File: config.mk
export PLATFORM = sky130hd
export DESIGN_NAME = pong_frame_sequencer
export DESIGN_NICKNAME = d
export VERILOG_FILES = /design/src/rtl/pong_frame_sequencer_pkg.sv /design/src/rtl/pong_frame_sequencer_vblank_detector.sv /design/src/rtl/pong_frame_sequencer.sv
export SDC_FILE = /design/constraint.sdc
export NUM_CORES = 1
export LEC_CHECK = 0
export ABC_AREA = 1
export CAP_MARGIN = 30
export CORE_ASPECT_RATIO = 1.1
export CORE_UTILIZATION = 50
export CTS_CLUSTER_DIAMETER = 150
export DETAILED_ROUTE_END_ITERATION = 12
export PLACE_DENSITY = 0.86
export SETUP_SLACK_MARGIN = 0.3
export SYNTH_ARGS = -nofsm -noshare
export SYNTH_HDL_FRONTEND = slang
export SYNTH_SLANG_ARGS = --single-unit
File: constraint.sdc
create_clock -name Clock -period 2.5 [get_ports Clock]
set_input_delay 0.625 -clock Clock [delete_from_list [all_inputs] [get_ports Clock]]
set_output_delay 0.625 -clock Clock [all_outputs]
set_load 0.01 [all_outputs]
File: src/rtl/pong_frame_sequencer_pkg.sv
// Shared definitions for the Pong frame sequencer: FSM state encodings, update-task
// indices and the one-hot TaskStart patterns for each task.
package pong_frame_sequencer_pkg;

    typedef enum logic [1:0] {
        ST_IDLE   = 2'd0,
        ST_ISSUE  = 2'd1,
        ST_WAIT   = 2'd2,
        ST_FINISH = 2'd3
    } seq_state_e;

    typedef logic [1:0] task_idx_t;

    localparam task_idx_t TASK_PADDLE  = 2'd0;
    localparam task_idx_t TASK_BALL    = 2'd1;
    localparam task_idx_t TASK_COLLIDE = 2'd2;
    localparam task_idx_t TASK_SCORE   = 2'd3;

    localparam logic [3:0] START_PADDLE  = 4'b0001;
    localparam logic [3:0] START_BALL    = 4'b0010;
    localparam logic [3:0] START_COLLIDE = 4'b0100;
    localparam logic [3:0] START_SCORE   = 4'b1000;

    function automatic logic [3:0] task_onehot(input task_idx_t idx);
        case (idx)
            TASK_PADDLE:  return START_PADDLE;
            TASK_BALL:    return START_BALL;
            TASK_COLLIDE: return START_COLLIDE;
            default:      return START_SCORE;
        endcase
    endfunction

endpackage

File: src/rtl/pong_frame_sequencer_vblank_detector.sv
// Detects the first line of each vertical blanking interval and divides those events
// down to a one-cycle launch pulse every (frame_div+1) intervals.
module pong_frame_sequencer_vblank_detector #(
    parameter int ResolutionSize = 10,
    parameter int FrameDivSize   = 4
) (
    input  logic                      clk,
    input  logic                      rst,
    input  logic [ResolutionSize-1:0] ypos,
    input  logic [ResolutionSize-1:0] yresolution,
    input  logic [FrameDivSize-1:0]   frame_div,
    output logic                      launch
);

    logic                    in_blank;
    logic                    blank_start;
    logic                    in_blank_dly_q, in_blank_dly_d;
    logic [FrameDivSize-1:0] divider_q, divider_d;
    logic                    launch_q, launch_d;

    // Divider advances on every blanking edge regardless of sequencer state; a divider
    // left above a newly lowered frame_div simply wraps around before matching.
    always_comb begin
        in_blank       = (ypos >= yresolution);
        blank_start    = in_blank & ~in_blank_dly_q;
        in_blank_dly_d = in_blank;
        divider_d      = divider_q;
        launch_d       = 1'b0;
        if (blank_start) begin
            if (divider_q == frame_div) begin
                divider_d = '0;
                launch_d  = 1'b1;
            end else begin
                divider_d = divider_q + 1'b1;
            end
        end
    end

    always_ff @(posedge clk) begin
        if (rst) begin
            in_blank_dly_q <= 1'b0;
            divider_q      <= '0;
            launch_q       <= 1'b0;
        end else begin
            in_blank_dly_q <= in_blank_dly_d;
            divider_q      <= divider_d;
            launch_q       <= launch_d;
        end
    end

    assign launch = launch_q;

endmodule

File: src/rtl/pong_frame_sequencer.sv
// Runs the four per-frame game update tasks in order during vertical blanking.
// Optional build macro SEQ_TIMEOUT_EN adds a WAIT-state timeout that forces progress.
//
//  state     | meaning
//  ST_IDLE   | no sequence running; waiting for launch with Enable high
//  ST_ISSUE  | TaskStart[idx] is high this cycle
//  ST_WAIT   | waiting for TaskDone[idx] (or timeout when enabled)
//  ST_FINISH | FrameUpdated pulse; FrameCount already incremented
module pong_frame_sequencer
    import pong_frame_sequencer_pkg::*;
#(
    parameter int ResolutionSize = 10,
    parameter int FrameDivSize   = 4,
    parameter int TimeoutCycles  = 1000,
    parameter int TimeoutSize    = 10
) (
    input  logic                      Clock,
    input  logic                      Reset,
    input  logic [ResolutionSize-1:0] ypos,
    input  logic [ResolutionSize-1:0] Yresolution,
    input  logic                      Enable,
    input  logic [FrameDivSize-1:0]   FrameDiv,
    input  logic [3:0]                TaskDone,
    output logic [3:0]                TaskStart,
    output logic                      UpdateBusy,
    output logic                      FrameUpdated,
    output logic [7:0]                FrameCount,
    output logic                      Overrun
);

    if ((2 ** TimeoutSize) <= TimeoutCycles) begin : g_bad_timeout_width
        $error("TimeoutSize too narrow for TimeoutCycles");
    end

    logic       launch;
    logic       task_done;
    logic       advance;

    seq_state_e state_q, state_d;
    task_idx_t  idx_q, idx_d;
    logic [3:0] task_start_q, task_start_d;
    logic       busy_q, busy_d;
    logic       frame_updated_q, frame_updated_d;
    logic [7:0] frame_count_q, frame_count_d;
    logic       overrun_q, overrun_d;

`ifdef SEQ_TIMEOUT_EN
    localparam logic [TimeoutSize-1:0] TimeoutLast = TimeoutSize'(TimeoutCycles - 1);
    logic [TimeoutSize-1:0] timeout_q, timeout_d;
`endif

    pong_frame_sequencer_vblank_detector #(
        .ResolutionSize (ResolutionSize),
        .FrameDivSize   (FrameDivSize)
    ) u_vblank (
        .clk         (Clock),
        .rst         (Reset),
        .ypos        (ypos),
        .yresolution (Yresolution),
        .frame_div   (FrameDiv),
        .launch      (launch)
    );

    always_comb begin
        state_d         = state_q;
        idx_d           = idx_q;
        task_start_d    = '0;
        frame_updated_d = 1'b0;
        frame_count_d   = frame_count_q;
        overrun_d       = overrun_q;
        task_done       = TaskDone[idx_q];
        advance         = 1'b0;
`ifdef SEQ_TIMEOUT_EN
        timeout_d       = timeout_q;
`endif

        // A launch arriving mid-sequence is dropped and flagged.
        if (launch && (state_q != ST_IDLE)) begin
            overrun_d = 1'b1;
        end

        case (state_q)
            ST_IDLE: begin
                if (launch && Enable) begin
                    state_d      = ST_ISSUE;
                    idx_d        = TASK_PADDLE;
                    task_start_d = task_onehot(TASK_PADDLE);
                end
            end
            ST_ISSUE: begin
                state_d = ST_WAIT;
`ifdef SEQ_TIMEOUT_EN
                timeout_d = '0;
`endif
            end
            ST_WAIT: begin
                advance = task_done;
`ifdef SEQ_TIMEOUT_EN
                if (!task_done) begin
                    if (timeout_q == TimeoutLast) begin
                        advance   = 1'b1;
                        overrun_d = 1'b1;
                    end else begin
                        timeout_d = timeout_q + 1'b1;
                    end
                end
`endif
                if (advance) begin
                    if (idx_q == TASK_SCORE) begin
                        state_d         = ST_FINISH;
                        frame_updated_d = 1'b1;
                        frame_count_d   = frame_count_q + 8'd1;
                    end else begin
                        state_d      = ST_ISSUE;
                        idx_d        = idx_q + 2'd1;
                        task_start_d = task_onehot(idx_q + 2'd1);
                    end
                end
            end
            default: begin
                state_d = ST_IDLE;
            end
        endcase

        busy_d = (state_d != ST_IDLE);
    end

    always_ff @(posedge Clock) begin
        if (Reset) begin
            state_q         <= ST_IDLE;
            idx_q           <= TASK_PADDLE;
            task_start_q    <= '0;
            busy_q          <= 1'b0;
            frame_updated_q <= 1'b0;
            frame_count_q   <= '0;
            overrun_q       <= 1'b0;
`ifdef SEQ_TIMEOUT_EN
            timeout_q       <= '0;
`endif
        end else begin
            state_q         <= state_d;
            idx_q           <= idx_d;
            task_start_q    <= task_start_d;
            busy_q          <= busy_d;
            frame_updated_q <= frame_updated_d;
            frame_count_q   <= frame_count_d;
            overrun_q       <= overrun_d;
`ifdef SEQ_TIMEOUT_EN
            timeout_q       <= timeout_d;
`endif
        end
    end

    assign TaskStart    = task_start_q;
    assign UpdateBusy   = busy_q;
    assign FrameUpdated = frame_updated_q;
    assign FrameCount   = frame_count_q;
    assign Overrun      = overrun_q;

endmodule

==> impl_metrics.json, run 1 <==
{
  "outcome": "finished clean",
  "fin_tns_setup_ns": 0,
  "die_w_um": 55.1,
  "cp_cell_sequence": "clkdlybuf4s50_1",
  "clock_path_buffers": 2,
  "timing.final.max_slew_violations": 0,
  "rr_worst_depth": 5,
  "first_global_vias": 1287,
  "setup_viol": 0,
  "ff2ff_setup_slack_ns": 1.09,
  "grt_pass1_wl_mm": 4.97,
  "rsz0062_at_grt": "false",
  "clock_sinks": 25,
  "endpoint_kind": "output pin",
  "cts_resized": 0,
  "detailed_place_hpwl_mm": 2.38,
  "cts_tree": "built",
  "finalClockSkew_ns": 0.00933,
  "slowest_delay_ns": 0.60,
  "io_buffers": 45,
  "antenna_found_initial": 0,
  "cts_hold_buffers": 0,
  "fmax_mhz": 490,
  "grtUsageTotal_pct": 20.2,
  "clock-root-buffer": "clkbuf_4",
  "slew-limit-headroom_pct": 75.7,
  "p_total_mw": 0.773,
  "synth_top_area_cell": "dfxtp_1",
  "timing.rr.start": "idx_q[0]",
  "cp-endpoint": "FrameCount[3]",
  "ys_seq_area_share_pct": 32.3,
  "boundaryPins": 46,
  "syn2layout_area_growth_pct": 33.5,
  "yosys_warnings": 0,
  "crit_family": "buffers and inverters",
  "antennaDiodeCount": 0,
  "post-route-drc-count": 0,
  "path_max_fanout": 7,
  "vias": 1464,
  "postSynthAreaPerCell_um2": 6.96,
  "power_density_mw_per_mm2": 373,
  "min_period_ns": 2.04,
  "netlist_area_mm2": 0.00155,
  "period_share_pct": 81.6,
  "firstDrtPassIters": 4,
  "cap_violations": 0,
  "p_leak_nw": 1.02,
  "synthesis.nets": 270,
  "core_area_mm2": 0.00285,
  "antenna_left": 0,
  "start_kind": "register",
  "synth.area.top_cells": "dfxtp_1 (32%), nand2_1 (15%), ha_1 (13%), inv_1 (8.5%), nor2_1 (5.6%)",
  "r2r-end": "idx_q[0]",
  "cts_setup_buffers": 0,
  "finalHoldViolCount": 0,
  "path_class": "register to output pin",
  "wirelength_mm": 2.97,
  "cp.depth": 1,
  "viasPerCell": 4.82,
  "wl_per_cell_um": 9.76,
  "dieArea_mm2": 0.00333,
  "place_congestion": 0.795,
  "holdCritPathClass": "register to register",
  "final_nets": 319,
  "cp_num_buf_inv": 1,
  "arrival_ns": 1.42,
  "start_util_pct": 54.4,
  "rows": 20,
  "layout-drive-gt1-share_pct": 8.12,
  "die_h_um": 60.4,
  "h-tree-depth": 1,
  "cts_made_buffers": 3,
  "cp.required_ns": 1.88,
  "synth_top_area_share_pct": 32.3,
  "clk-insertion-delay-late_ns": 0.32,
  "cp_slowest_cell": "clkdlybuf4s50_1",
  "postSynthCellCount": 223,
  "worstMarginPinSlew_ns": 0.364,
  "overflow": 0,
  "clk_pin_slew_ns": 0.14,
  "synth.distinct_cells": 24,
  "drt_iter0_drc": 33,
  "ys_ff_latch": 25,
  "max-vdd-ir-drop_v": 0.000288,
  "startpoint": "FrameCount[3]",
  "grt_max_degree": 16
}
-- cell type report --
| cell class | instances | area (um2) |
|---|---|---|
| Timing Repair Buffer | 46 | 458 |
| Tap cell | 33 | 41.3 |
| Clock buffer | 3 | 22.5 |
| Sequential cell | 25 | 500 |
| Inverter | 39 | 154 |
| Clock inverter | 1 | 7.51 |
| Multi-Input combinational cell | 157 | 887 |
| Fill cell | 234 | 782 |
-- where the power goes --
| part | switching, mW | total [mW] | internal [mW] |
|---|---|---|---|
| clock | 0.124 | 0.185 | 0.0611 |
| sequential | 0.0156 | 0.426 | 0.410 |
| combinational | 0.0736 | 0.162 | 0.0879 |
| total | 0.213 | 0.773 | 0.559 |
-- worst register-to-register path, delay by kind of cell (launching register included) --
family,cells,cell delay (ns)
compound gates,2,0.41
flops,1,0.38
fa+ha+maj,1,0.31
simple gates,2,0.22
-- placed cells by master (no fill, tap or decap), drive strengths merged --
cell           count
xor2               5
nand3             16
nand4              3
buf                1
clkinvlp           1
o21bai             1
dfxtp             25
nor2              24
clkbuf             3
clkdlybuf4s50     45
a21oi             16
xnor2              2
a21o               1
nor3               3
ha                16
nand2             66
o21ai              3
nand3b             1
inv               39
-- stage by stage --
stage,worst slack [ns],area (um2),utilization (%),cells,hold slack [ns]
after floorplan,0.833,1550,-,223,0.399
after global placement,0.305,2040,71.5,300,0.411
after detailed placement,0.244,2040,71.5,300,0.418
after CTS,0.449,2070,72.6,304,0.437
after global routing,0.385,2070,72.6,304,0.464
final,0.459,2070,72.6,304,0.437
-- cell usage after synthesis, drive strengths merged --
cell    number
nand2       66
inv         39
dfxtp       25
nor2        24
a21oi       16
ha          16
nand3       16
xor2         5
nand4        3
nor3         3
o21ai        3
buf          2
xnor2        2
a21o         1
nand3b       1
o21bai       1
-- how the worst min path moves through the flow --
stage | start | to | slack (ns) | cells after the start
after floorplan | u_vblank.in_blank_dly_q | u_vblank.launch | 0.40 | 1
after global placement | u_vblank.in_blank_dly_q | u_vblank.launch | 0.41 | 1
after detailed placement | u_vblank.in_blank_dly_q | u_vblank.launch | 0.42 | 1
after CTS | u_vblank.in_blank_dly_q | u_vblank.launch | 0.44 | 1
after global routing | u_vblank.in_blank_dly_q | u_vblank.launch | 0.46 | 1
final | u_vblank.in_blank_dly_q | u_vblank.launch | 0.44 | 1
-- metal layers --
layer | up-vias | track usage, % | part of all wire [%]
met3 | 7 | 3.76 | 3.5
met4 | 0 | 9.29 | 1.6
li1 | 786 | - | -
met5 | - | 0 | 0
met2 | 33 | 35.1 | 50
met1 | 638 | 23.3 | 45
-- sequential cells by signal, indices dropped and copies added (netlist names) --
| signal | count |
|---|---|
| FrameCount | 8 |
| TaskStart | 4 |
| u_vblank.divider_q | 4 |
| idx_q | 2 |
| state_q | 2 |
| FrameUpdated | 1 |
| Overrun | 1 |
| UpdateBusy | 1 |
| u_vblank.in_blank_dly_q | 1 |
| u_vblank.launch | 1 |
-- cell families (layout without fill, tap and decap cells) --
| group | after synthesis | in the layout | share of synthesized area (%) |
|---|---|---|---|
| AND/OR/NAND/NOR | 113 | 113 | 32.5 |
| XOR/XNOR | 7 | 7 | 3.95 |
| flip-flops | 25 | 25 | 32.3 |
| AO/OA/AOI/OAI | 21 | 21 | 7.82 |
| buffers and inverters | 41 | 89 | 10.6 |
| adder cells (fa/ha/maj) | 16 | 16 | 12.9 |
No activity file was read; power rests on OpenSTA's default activity.
==> inputs of run 2 (changes only) <==
--- a/config.mk
+++ b/config.mk
@@ -8,10 +8,10 @@
 export ABC_AREA = 1
 export CAP_MARGIN = 30
 export CORE_ASPECT_RATIO = 1.1
-export CORE_UTILIZATION = 50
+export CORE_UTILIZATION = 42
 export CTS_CLUSTER_DIAMETER = 150
 export DETAILED_ROUTE_END_ITERATION = 12
-export PLACE_DENSITY = 0.86
+export PLACE_DENSITY = 0.77
 export SETUP_SLACK_MARGIN = 0.3
 export SYNTH_ARGS = -nofsm -noshare
 export SYNTH_HDL_FRONTEND = slang
==> constraint.sdc (replaced) <==
create_clock -name Clock -period 1.69 [get_ports Clock]
set_input_delay 0.4225 -clock Clock [delete_from_list [all_inputs] [get_ports Clock]]
set_output_delay 0.4225 -clock Clock [all_outputs]
set_load 0.01 [all_outputs]
==> run 2 against run 1 <==
  * Clock-buffer cell count did not move
  * Routed wire length increased by 18%
  * Global-route usage shrank 1.9 points
  * Sequential power rose by 48%
  * Design area up 13%
  * Hold slack got worse by 0.0036 ns
  * Die area up 18%
  * Critical path type unchanged
==> impl_metrics.json, run 2 (synthesis gave the netlist of run 1 again) <==
{
  "outcome": "finished clean",
  "slew-limit-headroom_pct": 76.2,
  "hold_path_depth": 1,
  "clock_sinks": 25,
  "cts_tree": "built",
  "finalHoldViolCount": 0,
  "wl_per_cell_um": 10.7,
  "holdPathEnd": "u_vblank.launch",
  "min_period_ns": 1.36,
  "viasPerCell": 4.70,
  "drt_iter0_drc": 27,
  "power_density_mw_per_mm2": 528,
  "layout_commonest_cell": "nand2_1",
  "endpoint_kind": "output pin",
  "place_area_mm2": 0.00217,
  "cts_hold_buffers": 0,
  "dp_cells": 319,
  "start_util_pct": 45.1,
  "overflow": 0,
  "r2r-end": "FrameCount[6]",
  "syn2layout_area_growth_pct": 50.9,
  "fin_tns_setup_ns": 0,
  "clk-insertion-delay-late_ns": 0.33,
  "largest_reg_flops": 8,
  "max-vdd-ir-drop_v": 0.000302,
  "instances_no_fill": 328,
  "antenna_left": 0,
  "cp_num_buf_inv": 1,
  "grt_max_degree": 16,
  "vias": 1540,
  "wirelength_mm": 3.51,
  "timing.final.max_slew_violations": 0,
  "rows": 22,
  "grt_pass1_wl_mm": 5.58,
  "period_share_pct": 80.3,
  "final_nets": 328,
  "dp_slack_ns": -0.330,
  "cp_slowest_cell": "dfxtp_1",
  "regArea_um2": 510,
  "antenna_found_initial": 0,
  "p_leak_nw": 1.14,
  "worstMarginPinSlew_ns": 0.356,
  "arrival_ns": 0.94,
  "ff2ff_setup_slack_ns": 0.41,
  "core_area_mm2": 0.00344,
  "finalClockSkew_ns": 0.00201,
  "clock_path_buffers": 2,
  "fmax_mhz": 737,
  "fillers": 318,
  "detailed_place_hpwl_mm": 2.45,
  "path_class": "register to output pin",
  "die_h_um": 65.7,
  "mostFrequentLayoutCells": "nand2_1 (51), inv_1 (27), dfxtp_1 (19), nor2_1 (19), clkdlybuf4s15_1 (14)",
  "rr_worst_depth": 6,
  "finalWorstSetupSlack_ns": 0.332,
  "cp_cell_sequence": "clkdlybuf4s15_1",
  "layout-drive-gt1-share_pct": 30.4,
  "worstHoldStart": "u_vblank.in_blank_dly_q",
  "clock-root-buffer": "clkbuf_4",
  "multi_input_area_mm2": 0.00112,
  "crit_family": "flip-flops",
  "clk_pin_slew_ns": 0.14,
  "timing.rr.start": "FrameCount[0]",
  "antennaDiodeCount": 0,
  "final_cell_area_mm2": 0.00234,
  "p_total_mw": 1.24,
  "dieArea_mm2": 0.00394,
  "cap_violations": 0,
  "boundaryPins": 46,
  "die_w_um": 60.0,
  "io_buffers": 45,
  "h-tree-depth": 1,
  "place_congestion": 0.851,
  "grtUsageTotal_pct": 18.3,
  "post-route-drc-count": 0,
  "cts_made_buffers": 3,
  "setup_viol": 0,
  "path_max_fanout": 2,
  "first_global_vias": 1408,
  "cp.depth": 1,
  "holdCritPathClass": "register to register",
  "cp.required_ns": 1.27,
  "rsz0062_at_grt": "true",
  "firstDrtPassIters": 6,
  "slowest_delay_ns": 0.36,
  "start_kind": "register"
}
-- run 2: area by class of cell --
class / count / share of cell area (%)
multi-input combinational: 158 / 47.7
sequential: 25 / 21.8
timing repair buffer: 54 / 19.9
inverter: 39 / 6.68
tap: 48 / 2.57
clock buffer: 3 / 0.962
clock inverter: 1 / 0.321
-- run 2: timing repair --
item | CTS | global route
endpoints found under the setup margin | 22 | 19
resized for setup | 67 | 44
setup buffers | 1 | 3
hold endpoints to repair | 0 | 0
pin swaps | 20 | 19
gates cloned | 1 | 0
-- run 2: stage by stage --
step | hold WS, ns | util (%)
4_1_cts | 0.444 | 66.0
6_report | 0.434 | 68.0
5_1_grt | 0.471 | 68.0
3_3_place_gp | 0.410 | 63.0
3_5_place_dp | 0.417 | 63.0
2_1_floorplan | 0.399 | -
-- run 2: report_power, final --
| group | switching, mW | total [mW] | internal [mW] | leakage (nW) |
|---|---|---|---|---|
| combinational | 0.167 | 0.323 | 0.156 | 0.925 |
| sequential | 0.0261 | 0.631 | 0.605 | 0.206 |
| clock | 0.192 | 0.283 | 0.0908 | 0.0139 |
-- run 2: routing by layer --
metal  up-vias  global-route usage [%]  part of all wire (%)
li1        816                       -                     -
met1       679                    19.9                    41
met2        38                    34.4                    54
met3         7                    1.77                   2.8
met4         0                    8.14                   2.0
met5         -                       0                     0
-- run 2: worst max path at each step --
stage	start	end
floorplan	Yresolution[8]	u_vblank.divider_q[2]
CTS	FrameCount[0]	FrameCount[0]
detailed placement	Yresolution[9]	u_vblank.divider_q[1]
global placement	Yresolution[9]	u_vblank.divider_q[2]
global route	TaskDone[0]	FrameCount[1]
finish	Overrun	Overrun
==> inputs of run 3 (changes only) <==
==> constraint.sdc (replaced) <==
create_clock -name Clock -period 1.11 [get_ports Clock]
set_input_delay 0.2775 -clock Clock [delete_from_list [all_inputs] [get_ports Clock]]
set_output_delay 0.2775 -clock Clock [all_outputs]
set_load 0.01 [all_outputs]
==> run 3 against run 2 <==
  * The run now ends with negative setup slack left
  * Design area increased by 20%
  * Power increased by 65%
  * Combinational power increased by 100%
  * Via count increased by 12%
  * Register-to-register slack got worse by 0.54 ns
  * Sequential power increased by 52%
  * Clock skew increased by 0.0096 ns
  * First-iteration DRC count increased by 120%
  * Highest routed layer unchanged
==> impl_metrics.json, run 3 (synthesis gave the netlist of run 1 again) <==
{
  "endpoint_kind": "register",
  "core_area_mm2": 0.00344,
  "antenna_found_initial": 0,
  "outcome": "finished with violations",
  "ff2ff_setup_slack_ns": -0.13,
  "finalClockSkew_ns": 0.0116,
  "boundaryPins": 46,
  "slew-limit-headroom_pct": 72.7,
  "min_period_ns": 1.24,
  "violations": "negative setup slack",
  "rsz0062_at_grt": "true",
  "max-vdd-ir-drop_v": 0.000432,
  "path_max_fanout": 9,
  "clock-root-buffer": "clkbuf_4",
  "clock_path_buffers": 2,
  "drt_iter0_drc": 60,
  "period_share_pct": 112,
  "fillers": 222,
  "cts_hold_buffers": 0,
  "p_leak_nw": 1.34,
  "grtUsageTotal_pct": 23.1,
  "h-tree-depth": 1,
  "final_nets": 359,
  "r2r-end": "FrameCount[0]",
  "start_util_pct": 45.1,
  "wirelength_mm": 4.30,
  "instances_no_fill": 359,
  "clk-insertion-delay-late_ns": 0.34,
  "grt_pass1_wl_mm": 6.93,
  "arrival_ns": 1.50,
  "largest_reg_flops": 8,
  "post-route-drc-count": 0,
  "dieArea_mm2": 0.00394,
  "regArea_um2": 532,
  "dp_cells": 340,
  "utilization_pct": 81.5,
  "place_congestion": 0.833,
  "syn2layout_area_growth_pct": 80.7,
  "rows": 22,
  "detailed_place_hpwl_mm": 2.82,
  "cts_made_buffers": 3,
  "cp-endpoint": "FrameCount[0]",
  "layout_commonest_cell": "nand2_1",
  "setup_viol": 23,
  "die_h_um": 65.7,
  "cap_violations": 0,
  "fmax_mhz": 805,
  "cts_tree": "built",
  "rr_worst_depth": 10,
  "holdCritPathClass": "register to register",
  "clk_pin_slew_ns": 0.15,
  "cp.required_ns": 1.37,
  "timing.rr.start": "idx_q[0]",
  "wl_per_cell_um": 12.0,
  "finalWorstSetupSlack_ns": -0.132,
  "finalHoldViolCount": 0,
  "io_buffers": 45,
  "clock_sinks": 25,
  "antennaDiodeCount": 0,
  "first_global_vias": 1712,
  "die_w_um": 60.0,
  "antenna_left": 0,
  "worstMarginPinSlew_ns": 0.410,
  "mostFrequentLayoutCells": "nand2_1 (39), buf_4 (34), inv_1 (22), nand2_2 (22), buf_6 (20)",
  "viasPerCell": 4.79,
  "overflow": 0,
  "start_kind": "register",
  "path_class": "register to register",
  "power_density_mw_per_mm2": 729,
  "firstDrtPassIters": 4,
  "startpoint": "idx_q[0]",
  "timing.final.max_slew_violations": 0,
  "layout-drive-gt1-share_pct": 59.5,
  "multi_input_area_mm2": 0.00129,
  "grt_max_degree": 15,
  "vias": 1719
}
[run 3: cell count changes in the layout (fill, tap and decap cells not counted), sizes merged]
cell           delta
clkdlybuf4s50     -3
dlygate4sd2       -8
buf              +64
clkinv            +1
clkinvlp          -1
clkdlybuf4s15    -14
clkbuf            -8
[run 3: area by class of cell]
type,count,share of cell area [%]
timing repair buffer,85,25.2
tap,48,2.14
clock buffer,3,0.803
clock inverter,1,0.178
multi-input combinational,158,46.1
inverter,39,6.65
sequential,25,19.0
[run 3: worst max-delay path, stage by stage (launching register included)]
cell     delay [ns]
dfxtp_4        0.40
inv_4          0.08
nand2_2        0.05
nand3_2        0.10
nand3_4        0.09
inv_4          0.10
nand2_8        0.09
inv_8          0.08
nand2_1        0.05
nand2_1        0.06
nor2_1         0.05
[run 3: worst min path at each step]
stage                       startpoint               to  cells after the start
6_report       u_vblank.in_blank_dly_q  u_vblank.launch                      1
3_5_place_dp   u_vblank.in_blank_dly_q  u_vblank.launch                      1
3_3_place_gp   u_vblank.in_blank_dly_q  u_vblank.launch                      1
5_1_grt        u_vblank.in_blank_dly_q  u_vblank.launch                      1
2_1_floorplan  u_vblank.in_blank_dly_q  u_vblank.launch                      1
4_1_cts        u_vblank.in_blank_dly_q  u_vblank.launch                      1
[run 3: timing repair]
action | in CTS | in global routing
setup buffers | 8 | 6
endpoints found under the setup margin | 40 | 40
pin swaps | 46 | 12
gates resized for setup | 211 | 18
cloned | 1 | 0
[run 3: layer usage]
layer / GRT usage (%) / wire length, um / vias up / share of wire, %
met4: 7.56 / 61 / 0 / 1.4
met1: 23.6 / 1700 / 798 / 39
met2: 45.8 / 2410 / 43 / 56
met3: 3.54 / 130 / 6 / 3.0
li1: - / - / 872 / -
met5: 0 / 0 / - / 0
[run 3: where the power goes]
part	switching, mW	leakage, nW	internal (mW)
combinational	0.323	1.11	0.326
clock	0.304	0.0177	0.136
sequential	0.0324	0.213	0.924
[run 3: per-stage QoR]
stage | TNS [ns] | power [mW] | worst slack [ns] | area [um2] | hold WS (ns)
finish | -1.44 | 2.05 | -0.132 | 2800 | 0.421
global route | -3.24 | 2.17 | -0.188 | 2800 | 0.418
CTS | -0.672 | 1.96 | -0.0863 | 2690 | 0.428
detailed placement | -11.07 | 1.45 | -0.861 | 2470 | 0.426
global placement | -10.22 | 1.43 | -0.831 | 2470 | 0.409
floorplan | -0.549 | 1.22 | -0.102 | 1780 | 0.399
